$ cat src/rtl/spi_slave_port.sv
// SPI slave endpoint: oversampled SCLK/SS_n/MOSI, all CPOL/CPHA modes,
// MSB-first full-duplex words, one-deep transmit holding buffer.
module spi_slave_port #(
  parameter int WIDTH = 16
) (
  input  logic             Clk,
  input  logic             Resetn,
  input  logic             CPOL,
  input  logic             CPHA,
  input  logic             SCLK,
  input  logic             SS_n,
  input  logic             MOSI,
  output logic             MISO,
  input  logic [WIDTH-1:0] TxData,
  input  logic             TxLoad,
  output logic             TxReady,
  output logic [WIDTH-1:0] RxData,
  output logic             RxValid,
  output logic             Busy,
  output logic             Underrun
);

  localparam int CW = $clog2(WIDTH);
  localparam logic [CW-1:0] LAST = CW'(WIDTH - 1);

  typedef enum logic {IDLE, ACTIVE} state_t;

  state_t           state;
  state_t           nextState;
  logic             startWord;
  logic [2:0]       sclkSync;
  logic [1:0]       ssSync;
  logic [1:0]       mosiSync;
  logic             ssPrev;
  logic             ssS;
  logic             ssFall;
  logic             mosiS;
  logic             cpolQ;
  logic             cphaQ;
  logic             riseEdge;
  logic             fallEdge;
  logic             leadEdge;
  logic             trailEdge;
  logic             inXfer;
  logic             sampleEdge;
  logic             shiftEdge;
  logic [WIDTH-1:0] txBuf;
  logic [WIDTH-1:0] txShift;
  logic [WIDTH-2:0] rxShift;
  logic [CW-1:0]    bitCount;
  logic             holdShift;

  assign ssS       = ssSync[1];
  assign mosiS     = mosiSync[1];
  assign ssFall    = ssPrev & ~ssS;
  assign riseEdge  = sclkSync[1] & ~sclkSync[2];
  assign fallEdge  = ~sclkSync[1] & sclkSync[2];
  assign leadEdge  = cpolQ ? fallEdge : riseEdge;
  assign trailEdge = cpolQ ? riseEdge : fallEdge;
  assign inXfer    = (state == ACTIVE) && !ssS;
  assign sampleEdge = inXfer && (cphaQ ? trailEdge : leadEdge);
  assign shiftEdge  = inXfer && (cphaQ ? leadEdge : trailEdge);

  assign Busy = (state == ACTIVE);
  assign MISO = (state == ACTIVE) ? txShift[WIDTH-1] : 1'b0;

  // Synchronisers; select resets as "low" so a reset mid-transfer needs a fresh SS_n high-then-low.
  always_ff @(posedge Clk) begin
    if (!Resetn) begin
      sclkSync <= '0;
      ssSync   <= '0;
      mosiSync <= '0;
      ssPrev   <= 1'b0;
    end else begin
      sclkSync <= {sclkSync[1:0], SCLK};
      ssSync   <= {ssSync[0], SS_n};
      mosiSync <= {mosiSync[0], MOSI};
      ssPrev   <= ssSync[1];
    end
  end

  // Capture the SPI mode when the select is first seen asserted.
  always_ff @(posedge Clk) begin
    if (!Resetn) begin
      cpolQ <= 1'b0;
      cphaQ <= 1'b0;
    end else if (state == IDLE && ssFall) begin
      cpolQ <= CPOL;
      cphaQ <= CPHA;
    end
  end

  // FSM state register.
  always_ff @(posedge Clk) begin
    if (!Resetn) begin
      state <= IDLE;
    end else begin
      state <= nextState;
    end
  end

  // Next state and word-start decision.
  always_comb begin
    nextState = state;
    startWord = 1'b0;
    case (state)
      IDLE: begin
        if (ssFall) begin
          nextState = ACTIVE;
          startWord = 1'b1;
        end
      end
      ACTIVE: begin
        if (ssS) begin
          nextState = IDLE;
        end else if (sampleEdge && bitCount == LAST) begin
          startWord = 1'b1;
        end
      end
      default: nextState = IDLE;
    endcase
  end

  // Holding buffer, shift registers, bit counter and the pulse outputs.
  always_ff @(posedge Clk) begin
    if (!Resetn) begin
      txBuf     <= '0;
      TxReady   <= 1'b1;
      txShift   <= '0;
      rxShift   <= '0;
      bitCount  <= '0;
      holdShift <= 1'b0;
      RxData    <= '0;
      RxValid   <= 1'b0;
      Underrun  <= 1'b0;
    end else begin
      RxValid  <= 1'b0;
      Underrun <= 1'b0;
      if (startWord && !TxReady) begin
        TxReady <= 1'b1;
      end else if (TxLoad && TxReady) begin
        txBuf   <= TxData;
        TxReady <= 1'b0;
      end
      if (sampleEdge) begin
        rxShift <= {rxShift[WIDTH-3:0], mosiS};
        if (bitCount == LAST) begin
          RxData  <= {rxShift, mosiS};
          RxValid <= 1'b1;
        end else begin
          bitCount <= bitCount + 1'b1;
        end
      end
      if (startWord) begin
        bitCount  <= '0;
        txShift   <= TxReady ? '0 : txBuf;
        Underrun  <= TxReady;
        holdShift <= (state == ACTIVE) ? 1'b1 : CPHA;
      end else if (shiftEdge) begin
        if (holdShift) begin
          holdShift <= 1'b0;
        end else begin
          txShift <= {txShift[WIDTH-2:0], 1'b0};
        end
      end
    end
  end

endmodule
$ cat config.mk
export PLATFORM = sky130hd
export DESIGN_NAME = spi_slave_port
export DESIGN_NICKNAME = d
export VERILOG_FILES = /design/src/rtl/spi_slave_port.sv
export SDC_FILE = /design/constraint.sdc
export NUM_CORES = 1
export LEC_CHECK = 0
export BUFFER_PORTS_ARGS = -buffer_cell sky130_fd_sc_hd__buf_2
export CAP_MARGIN = 10
export CELL_PAD_IN_SITES_DETAIL_PLACEMENT = 2
export CELL_PAD_IN_SITES_GLOBAL_PLACEMENT = 2
export CORE_UTILIZATION = 31
export DETAILED_ROUTE_END_ITERATION = 8
export PLACE_DENSITY = 0.78
export RECOVER_POWER = 50
export SLEW_MARGIN = 20
export SYNTH_ARGS = -nofsm -noshare
export SYNTH_HDL_FRONTEND = slang
export SYNTH_SLANG_ARGS = --single-unit
$ cat constraint.sdc
create_clock -name Clk -period 1.7 [get_ports Clk]
set_clock_uncertainty 0.1 [all_clocks]
set_input_delay 0.34 -clock Clk [delete_from_list [all_inputs] [get_ports Clk]]
set_output_delay 0.34 -clock Clk [all_outputs]
set_load 0.005 [all_outputs]
=== Word level (Yosys, flattened, before mapping) ===
Index checks and enable logic that the tools add are counted.

* Register bits after elaboration: 82
* Latch bits: 0
* Memory bits (writable): 0
* ROM bits: 0
* Input port bits: 24
* Output and inout port bits: 21
* Memories: 0

* $add $sub $neg: 1
* $mul: 0
* Divide/modulo/power cells: 0
* $lt $le $gt $ge: 0
* Equal/unequal tests: 2
* Shift-type cells: 0
* Multiplexer cells: 19
* Bitwise logic cells: 10
* Reduce and logical (&&, ||, !) cells: 18

{| class="wikitable"
|+ Operators by type and width
! kind !! number
|-
| $mux 16 || 4
|-
| $mux 1 || 13
|-
| $reduce_and 2->1 || 6
|-
| $logic_and 1x1->1 || 7
|-
| $not 1->1 || 7
|-
| $add 4x1->4 const B || 1
|-
| $eq 4x4->1 const B || 1
|-
| $pmux 1 s2 || 2
|-
| $reduce_or 2->1 || 2
|-
| $and 1x1->1 || 3
|-
| $logic_not 1->1 || 2
|-
| $ne 2x2->1 const B || 1
|-
| $reduce_bool 2->1 || 1
|}

=== Longest topological paths before layout ===
Gate-level depths: netlist of run 1.

* Word-level depth: 12
* Mapped depth: 6
* Gate-level depth less buffers: 5

=== Worst setup path before layout of run 1 ===
Ideal clock, no wire load.

* Kind: flip-flop to flip-flop
* Start: register cphaQ
* End: register txShift[15]
* Library setup time: 0.079 ns
* Data arrival time: 1.575 ns
* Data required time: 1.521 ns
* Path slack: -0.053 ns
* Stages on the path, launching flop included: 6
* Buffers on the path: 1
* Cells stage by stage: dfxtp_1 > xor2_1 > mux2i_2 > o221ai_4 > buf_6 > o211ai_1

* Cells in the longest elaborated chain, start to end: 8

{| class="wikitable"
|+ Ends and longest elaborated chain
! item !! RTL line !! RTL
|-
| from (decl) || 39 || <nowiki>logic cphaQ;</nowiki>
|-
| from (signal assigned) || 86 || <nowiki>cphaQ <= 1'b0;</nowiki>
|-
| from (signal assigned) || 89 || <nowiki>cphaQ <= CPHA;</nowiki>
|-
| $mux 1 || 61 || <nowiki>assign sampleEdge = inXfer && (cphaQ ? trailEdge : leadEdge);</nowiki>
|-
| $logic_and 1x1->1 || 61 ||
|-
| $logic_and 1x1->1 || 116 || <nowiki>end else if (sampleEdge && bitCount == LAST) begin</nowiki>
|-
| $mux 1 || 116 ||
|-
| $mux 1 || 114 || <nowiki>if (ssS) begin</nowiki>
|-
| $pmux 1 s2 || 106 || <nowiki>case (state)</nowiki>
|-
| $ne 2x2->1 (no line) / $reduce_bool 2->1 (equally long branches) || -- ||
|-
| $reduce_and 2->1 (no line) || -- ||
|-
| to (signal assigned) || 156 || <nowiki>txShift <= TxReady ? '0 : txBuf;</nowiki>
|-
| to (signal assigned) || 163 || <nowiki>txShift <= {txShift[WIDTH-2:0], 1'b0};</nowiki>
|-
| to (decl) || 48 || <nowiki>logic [WIDTH-1:0] txShift;</nowiki>
|}

Several ways; a longest one is shown, not always the timed one.
A chain may end at the register's enable or synchronous reset.

=== Final worst setup path of run 1 ===
* Start: register cpolQ
* End: register txShift[1]

* Cells in the longest elaborated chain, start to end: 9

{| class="wikitable"
|+ Ends and longest elaborated chain
! item !! RTL line !! RTL
|-
| from (decl) || 38 || <nowiki>logic cpolQ;</nowiki>
|-
| from (signal assigned) || 85 || <nowiki>cpolQ <= 1'b0;</nowiki>
|-
| from (signal assigned) || 88 || <nowiki>cpolQ <= CPOL;</nowiki>
|-
| $mux 1 (on tied branches) || 58, 59 ||
|-
| $mux 1 || 61 ||
|-
| $logic_and 1x1->1 || 61 ||
|-
| $logic_and 1x1->1 || 116 ||
|-
| $mux 1 || 116 ||
|-
| $mux 1 || 114 ||
|-
| $pmux 1 s2 || 106 ||
|-
| $ne 2x2->1 (no line) / $reduce_bool 2->1 (equally long branches) || -- ||
|-
| $reduce_and 2->1 (no line) || -- ||
|}

Several ways; a longest one is shown, not always the timed one.

==> results.toml, run 1 <==
[final_layout]
ff_latch_area_sq_um = 1650
fillCellCount = 1248
layout_common_cells = "nand2_1 (87), dfxtp_1 (79), buf_2 (39)"
layout_commonest_cell = "nand2_1"
finalCoreUtilization = 0.414
nets = 500
layout-drive-gt1-share = 0.225
insertedDiodeCount = 0
syn_to_final_growth_pct = 27.3
final_area_sq_um = 4590
multiInputGateArea_sq_um = 1880

[die]
die_w_um = 110
die_height_um = 110
floorplan.initialDensity = 0.325
rows = 38
ioPinCount = 45
coreArea_sq_um = 11100
die_area_sq_um = 12100

[pwr]
pwr_density_cell_nw_per_um2 = 905
ir_worst_vdd_mv = 0.556
p_total_mw = 4.15
p_leak_nw = 1.66

[sta]
period_minus_slack_ns = 1.71
hold_viol = 0
whs_ns = 0.0935
finalWorstSetupSlack_ns = -0.00936
max_freq_ghz = 0.585
setup_viol = 4
fin_crit_sh = 1.01
timing.slew.headroom = 0.530
finalMaxSlewViolations = 0
grt_setup_unrepaired = "yes"
tightest_slew_ns = 0.705

[detailed_routing]
ant_nets = 0
first_pass_iters = 4
num_vias = 3185
drcViolationCount = 0
finalWirelength_um = 10400
wire_per_inst_um = 16.8
vias_per_cell = 5.14
drtIter0Drc = 98

[hold_path]
hold_start = "SS_n"
hold_end = "ssSync[0]$_SDFF_PN0_"
holdPathStages = 2
hold_class = "in2reg"

[global_route]
antenna_found_initial = 0
grt_pass1_wl_um = 16900
grt_busiest_layer = "met2"
grt_max_degree = 42
grt_pass1_vias = 3301
grt_usage = 0.186
use_met1 = 0.231
grt.met2_usage = 0.312
grt_use_met3 = 0.0344
grt.overflow.total = 0

[placement]
port_buffers = 44
place_area_sq_um = 4150
gp_congestion = 0.716
dp_hpwl_um = 6740

[synth]
yosys_warnings = 0
syn_nets = 450
avgSynthCellArea_sq_um = 8.48
yosys.area_share.simple = 0.256
synth_area_sq_um = 3600
synth-compound-area-share = 0.217
synth_cells = 425
yosysSeqAreaShare = 0.456
ys_types = 35
synthXorXnorAreaFrac = 0.00695
ys_ff_latch = 82
synthMuxAreaShare = 0.0160
yosys.area_share.adder = 0.00347
synth_top_family_by_area = "simple AND/OR/NAND/NOR gates"

[clock_network]
numCtsBuffers = 9
htree_levels = 3
clockBufferDepth = 2
path_clk_slew_ns = 0.06
clock_latency_ns = 0.35
hold_buffers = 0
cts_tree = "done"
cts_sinks = 82
root_buffer = "clkbuf_16"

[critical_path]
start_kind = "register"
cp.required_ns = 1.87
r2r_slack_ns = -0.009
worst-r2r-cell-count = 6
timing.rr.start = "cpolQ$_SDFFE_PN0P_"
critPathCaptureType = "register"
crit_type = "reg2reg"
crit_path_max_fanout = 15
critPathArrivalTime_ns = 1.88
reg2reg_to = "txShift[1]$_SDFFE_PN0P_"

[run_status]
status = "complete, but fails checks"
failed_checks = "negative setup slack"

[run]
drv_cap = 0
[cell families after synthesis]
kind of cell	Yosys count
AND/OR/NAND/NOR	191
AO/OA/AOI/OAI	108
adder cells (fa/ha/maj)	1
XOR/XNOR	2
buffers and inverters	36
flip-flops	82
multiplexers	5
[worst max-delay path: stages (launching register included)]
cell and delay, ns:
dfxtp_4 0.37, xnor2_4 0.27, mux2i_4 0.28, buf_4 0.15, o221ai_4 0.10, buf_12 0.17, o211ai_1 0.18
[cells in the mapped netlist]
cell	count	share of area
xor2_1	1	0.0024
a21boi_0	16	0.033
nand4b_1	1	0.0024
o21ai_0	1	0.0014
ha_1	1	0.0035
nor2_1	32	0.033
or3b_1	1	0.0024
o211ai_1	7	0.015
o21a_1	1	0.0021
a21boi_1	33	0.069
clkbuf_1	29	0.030
buf_2	2	0.0028
inv_1	1	0.0010
a211oi_1	1	0.0021
a21oi_1	18	0.025
nand3b_1	16	0.033
and3_1	3	0.0052
a311oi_1	1	0.0024
mux2i_2	2	0.0076
buf_6	2	0.0063
o211ai_2	9	0.031
nand2_1	87	0.091
o21ai_1	19	0.026
or3_1	16	0.028
nor3b_1	2	0.0042
o221ai_4	1	0.0073
xnor2_2	1	0.0045
a41oi_1	1	0.0024
mux2i_1	3	0.0083
and4bb_1	2	0.0069
and2_1	10	0.017
nand3_1	19	0.026
dfxtp_1	82	0.46
nand4bb_1	2	0.0063
buf_4	2	0.0042
[cell type report]
cell class                 count  area share
timing repair buffer          74       0.129
sequential                    82       0.359
inverter                       1    0.000818
clock inverter                 6      0.0142
tap                          140      0.0382
multi-input combinational    307       0.409
clock buffer                  10      0.0499
[power by group]
group / switching, mW / leakage, nW / internal, mW
Sequential: 0.0257 / 0.667 / 1.96
Clock: 0.802 / 0.143 / 1.14
Combinational: 0.119 / 0.854 / 0.105
[state kept, by name, indices dropped and copies added, names as in the netlist, 2 cells and up]
signal,cells
RxData,16
sclkSync,3
ssSync,2
rxShift,15
bitCount,4
txBuf,16
mosiSync,2
txShift,16
[worst max-delay path by stage]
stage                  startpoint                      end  depth (start not counted)
4_1_cts        cphaQ$_SDFFE_PN0P_  txShift[4]$_SDFFE_PN0P_                          6
3_3_place_gp   cphaQ$_SDFFE_PN0P_  txShift[4]$_SDFFE_PN0P_                          5
2_1_floorplan  cphaQ$_SDFFE_PN0P_   holdShift$_SDFFE_PN0P_                          6
5_1_grt        cpolQ$_SDFFE_PN0P_  txShift[4]$_SDFFE_PN0P_                          6
6_report       cpolQ$_SDFFE_PN0P_  txShift[1]$_SDFFE_PN0P_                          6
3_5_place_dp      Busy$_SDFF_PN0_  txShift[4]$_SDFFE_PN0P_                          4
[routing by layer]
layer | routed length [um] | part of all wire
met5 | 0 | 0
met4 | 192 | 0.018
met3 | 240 | 0.023
met2 | 5210 | 0.50
met1 | 4790 | 0.46
[per-stage QoR]
stage | setup slack (ns) | TNS (ns) | cells
after floorplan | 0.0134 | 0 | 425
after global placement | -0.0919 | -2.27 | 599
after detailed placement | -0.216 | -5.87 | 599
after CTS | 0.00123 | 0 | 618
after global routing | -0.109 | -3.13 | 620
final | -0.00936 | -0.0171 | 620
[timing repair]
action                                 in CTS  in global routing
cloned                                      0                  2
setup endpoints to repair                  54                 53
pin swaps                                   1                  5
setup buffers                               3                  0
gates resized for setup                     7                  7
endpoints found under the hold margin       0                  0
Note: power is estimated with default switching activity, not from simulation.
==> inputs of run 2 (changes only) <==
- BUFFER_PORTS_ARGS: -buffer_cell sky130_fd_sc_hd__buf_2 -> default
- CORE_UTILIZATION: 31 -> 34
- DONT_BUFFER_PORTS: default -> 1
- PLACE_DENSITY: 0.78 -> 0.77
==> run 2 against run 1 <==
Against the previous run: the flow still finishes with violations (negative setup slack); wire length up 5.4%; sequential share of layout area up 1.4 points; sequential power about the same; combinational power down 30%; register-to-register slack worse by 0.09 ns; global-route usage up 1.4 points.
==> results.toml, run 2 (synthesized netlist as in run 1, its figures left out) <==
[clock_network]
numCtsBuffers = 9
cts_sinks = 82
htree_levels = 3
cts_tree = "done"
root_buffer = "clkbuf_8"
clockBufferDepth = 2
clock_latency_ns = 0.36
path_clk_slew_ns = 0.09

[run_status]
failed_checks = "negative setup slack"
status = "complete, but fails checks"

[die]
die_area_sq_um = 11000
ioPinCount = 45
die_w_um = 105
floorplan.initialDensity = 0.350
die_height_um = 105
rows = 37
coreArea_sq_um = 10300

[sta]
timing.slew.headroom = 0.739
setup_tns_ns = -0.691
grt_setup_unrepaired = "yes"
finalMaxSlewViolations = 0
setup_viol = 36
max_freq_ghz = 0.556
tightest_slew_ns = 0.392
fin_crit_sh = 1.06
finalWorstSetupSlack_ns = -0.0991
hold_viol = 0
period_minus_slack_ns = 1.80

[final_layout]
layout_common_cells = "nand2_1 (86), dfxtp_1 (76), nor2_1 (32)"
layout_commonest_cell = "nand2_1"
top_regs = "RxData x16, txBuf x16, txShift x16"
syn_to_final_growth_pct = 23.0
layout-drive-gt1-share = 0.196
final_area_sq_um = 4430
nets = 460
fillCellCount = 1126
insertedDiodeCount = 0
instances_no_fill = 575
finalCoreUtilization = 0.431

[global_route]
grt_pass1_vias = 3290
grt_usage = 0.200
grt_max_degree = 97
grt.overflow.total = 0
antenna_found_initial = 0
grt_pass1_wl_um = 17300

[placement]
port_buffers = 0
place_area_sq_um = 3850
dp_cells = 546
gp_congestion = 0.727
dp_hpwl_um = 6240

[critical_path]
crit_buf_inv = 2
crit_type = "reg2reg"
start_kind = "register"
critPathCaptureType = "register"
path_cells = "and4bb_2 > mux2i_4 > buf_6 > buf_12 > or3_4 > a21oi_2"
critPathMaxStageDelay_ns = 0.42
cp.required_ns = 1.91
slowest_stage = "dfxtp_1"
critPathArrivalTime_ns = 2.01
crit_path_max_fanout = 5
path_delay_family = "simple AND/OR/NAND/NOR gates"

[detailed_routing]
first_pass_iters = 4
num_vias = 3052
wire_per_inst_um = 19.1
finalWirelength_um = 11000
ant_nets = 0
drtIter0Drc = 104
drcViolationCount = 0
vias_per_cell = 5.31

[hold_path]
hold_class = "in2reg"

[pwr]
p_leak_nw = 1.48
ir_worst_vdd_mv = 0.322
pwr_density_cell_nw_per_um2 = 842

[run]
drv_cap = 0
## run 2: cell types whose count changed in the layout (fill, tap and decap cells not counted), moves of 3 or more
| cell | delta |
|---|---|
| dlygate4sd3_1 | +3 |
| a21oi_2 | +5 |
| buf_2 | -39 |
| dfxtp_1 | -3 |
| o21ai_1 | -5 |
| a21oi_1 | -5 |
| clkbuf_16 | -10 |
| clkbuf_8 | +10 |
| o21ai_2 | +5 |
| buf_6 | +4 |
| clkbuf_1 | -6 |
## run 2: final timing paths
check,depth (start not counted),slack (ns),to,start
hold reg to reg,1,0.34,mosiSync[1]$_SDFF_PN0_,mosiSync[0]$_SDFF_PN0_
hold / removal,1,0.008,ssSync[0]$_SDFF_PN0_,SS_n
setup / recovery,6,-0.1,bitCount[0]$_SDFFE_PP0P_,sclkSync[1]$_SDFF_PN0_
setup reg to reg,6,-0.1,bitCount[0]$_SDFFE_PP0P_,sclkSync[1]$_SDFF_PN0_
## run 2: what timing repair did
action / 4_1_cts / 5_1_grt
pin swaps: 8 / 28
endpoints found under the setup margin: 71 / 71
resized for setup: 25 / 16
hold buffers: 3 / 0
setup buffers: 8 / 2
hold endpoints to repair: 3 / 0
cloned: 2 / 1
## run 2: power breakdown
part           total, mW  internal, mW  switching (mW)
Combinational      0.156        0.0822          0.0742
Clock               1.58         0.863           0.721
Sequential          1.99          1.95          0.0341
Total               3.73          2.90           0.829
## run 2: per-layer routing
| metal | up-vias | share of wire | track usage |
|---|---|---|---|
| met5 | - | 0 | 0 |
| met4 | 0 | 0.021 | 0.0634 |
| met3 | 20 | 0.029 | 0.0405 |
| met2 | 50 | 0.49 | 0.329 |
| met1 | 1496 | 0.46 | 0.264 |
| li1 | 1486 | - | - |
## run 2: layout make-up
cell class                 instances  area, sq um  share of cell area
multi-input combinational        308         1960               0.443
sequential                        82         1650               0.373
timing repair buffer              33          420              0.0949
tap                              136          170              0.0384
clock buffer                      11          141              0.0319
clock inverter                     4         76.3              0.0172
inverter                           1         3.75            0.000847
## run 2: through the flow
step | setup WS (ns) | power, mW | hold WS, ns
2_1_floorplan | 0.0134 | 2.15 | 0.312
3_3_place_gp | -0.0837 | 2.16 | 0.316
3_5_place_dp | -0.167 | 2.17 | 0.327
4_1_cts | -0.0281 | 3.76 | 0.00700
5_1_grt | -0.140 | 3.87 | 0.00540
6_report | -0.0991 | 3.73 | 0.00778
==> inputs of run 3 (changes only) <==
- CTS_BUF_LIST: default -> sky130_fd_sc_hd__clkbuf_8 sky130_fd_sc_hd__clkbuf_16
- REMOVE_ABC_BUFFERS: default -> 1
==> run 3 against run 2 <==
Against the previous run: the flow still finishes with violations (negative setup slack); cell area decreased by 1.2%; sequential share of layout area increased by 0.47 points; register-to-register slack improved by 0.03 ns; clock power increased by 3%; first-iteration DRC count decreased by 23%; global-route usage decreased by 1.3 points; non-clock buffer count increased by 2; combinational power increased by 5%; clock-buffer cell count decreased by 2; critical path depth increased by 1; sequential cell count unchanged; die area unchanged; critical endpoint is now bitCount[1]$_SDFFE_PP0P_; largest cell class unchanged.
==> results.toml, run 3 (synthesized netlist as in run 1, its figures left out) <==
[detailed_routing]
wire_per_inst_um = 17.8
vias_per_cell = 5.29
drtIter0Drc = 80
drcViolationCount = 0
first_pass_iters = 4
finalWirelength_um = 10300
ant_nets = 0
num_vias = 3053

[placement]
dp_hpwl_um = 6050
dp_cells = 548
port_buffers = 0
gp_congestion = 0.745

[final_layout]
layout_common_cells = "nand2_1 (87), dfxtp_1 (75), a21boi_1 (33)"
layout_commonest_cell = "nand2_1"
instances_no_fill = 577
nets = 461
insertedDiodeCount = 0
top_regs = "RxData x16, txBuf x16, txShift x16"
syn_to_final_growth_pct = 21.5
layout-drive-gt1-share = 0.186

[global_route]
grt_pass1_wl_um = 16400
antenna_found_initial = 0
grt_pass1_vias = 3293
grt_usage = 0.188
grt.overflow.total = 0
grt_max_degree = 93

[critical_path]
path_cells = "xnor2_4 > buf_4 > mux2i_4 > buf_12 > buf_12 > nand3_1 > a21oi_2"
cp.required_ns = 1.90
crit_path_frequent_cell = "buf_12"
critPathCaptureType = "register"
crit_type = "reg2reg"
critPathArrivalTime_ns = 1.96
critPathMaxStageDelay_ns = 0.38
crit_path_max_fanout = 17
crit_buf_inv = 3
start_kind = "register"
path_delay_family = "buffers and inverters"
slowest_stage = "dfxtp_4"

[sta]
hold_viol = 0
tightest_slew_ns = 0.441
period_minus_slack_ns = 1.77
fin_crit_sh = 1.04
grt_setup_unrepaired = "yes"
finalWorstSetupSlack_ns = -0.0688
finalMaxSlewViolations = 0
max_freq_ghz = 0.565
setup_viol = 9
timing.slew.headroom = 0.705

[pwr]
p_total_mw = 3.78
ir_worst_vdd_mv = 0.424
pwr_density_cell_nw_per_um2 = 863
p_leak_nw = 1.49

[die]
ioPinCount = 45
rows = 37
coreArea_sq_um = 10300
floorplan.initialDensity = 0.350
die_w_um = 105
die_height_um = 105
die_area_sq_um = 11000

[clock_network]
clock_latency_ns = 0.36
root_buffer = "clkbuf_8"
cts_sinks = 82
htree_levels = 3
cts_tree = "done"
clockBufferDepth = 2
path_clk_slew_ns = 0.09
numCtsBuffers = 9

[hold_path]
hold_class = "in2reg"

[run_status]
status = "complete, but fails checks"
failed_checks = "negative setup slack"

[run]
drv_cap = 0
-- run 3: cell count changes in the layout (fill, tap and decap cells not counted), moves of 2 or more --
cell	change
a21boi_1	+2
a21boi_2	-2
and2_0	-3
and2_1	+3
buf_4	+3
buf_6	-4
clkbuf_16	+2
dlygate4sd3_1	+2
inv_6	+2
o21ai_1	+3
o21ai_2	-3
-- run 3: worst paths after layout --
kind	start	slack, ns	cells after the start	to
max	cphaQ$_SDFFE_PN0P_	-0.07	7	bitCount[1]$_SDFFE_PP0P_
min	Resetn	0.006	1	sclkSync[1]$_SDFF_PN0_
max reg2reg	cphaQ$_SDFFE_PN0P_	-0.07	7	bitCount[1]$_SDFFE_PP0P_
min reg2reg	mosiSync[0]$_SDFF_PN0_	0.34	1	mosiSync[1]$_SDFF_PN0_
-- run 3: what timing repair did --
action	4_1_cts	5_1_grt
setup buffers	3	2
pin swaps	3	9
hold buffers	4	1
endpoints found under the setup margin	52	52
gates cloned	0	3
gates resized for setup	9	18
endpoints found under the hold margin	5	1
-- run 3: layer usage --
metal	vias up	wire length [um]	global-route usage
li1	1480	-	-
met3	12	239	0.0299
met1	1519	4660	0.222
met4	0	136	0.0573
met5	-	0	0
met2	42	5220	0.346
-- run 3: per-stage QoR --
stage | setup slack (ns) | cell area, sq um | setup TNS [ns] | hold slack [ns] | util
after floorplan | -1.56 | 3450 | -69.00 | 0.312 | -
after global placement | -0.0685 | 3880 | -0.868 | 0.318 | 0.377
after detailed placement | -0.174 | 3880 | -3.59 | 0.326 | 0.377
after CTS | -0.0236 | 4210 | -0.0716 | 0.000391 | 0.409
after global routing | -0.145 | 4380 | -2.75 | 0.00227 | 0.426
final | -0.0688 | 4380 | -0.188 | 0.00592 | 0.426
-- run 3: layout make-up --
cell class	instances	area (sq um)
clock buffer	9	124
clock inverter	7	101
fill	1171	5900
inverter	1	3.75
multi-input combinational	307	1890
sequential	82	1660
tap	136	170
timing repair buffer	35	435
-- run 3: worst reg2reg max path: cells and delay by family, from the launching register on --
family | cells | cell delay, ns
and+or+nand+nor | 1 | 0.14
DFF | 1 | 0.38
xor gates and xnor gates | 1 | 0.21
AOI/OAI and AO/OA | 1 | 0.16
buffers and inverters | 3 | 0.46
muxes | 1 | 0.25
-- run 3: report_power, final --
group / switching [mW] / internal (mW)
logic: 0.0738 / 0.0898
clock network: 0.784 / 0.841
registers: 0.0335 / 1.95
total: 0.891 / 2.89
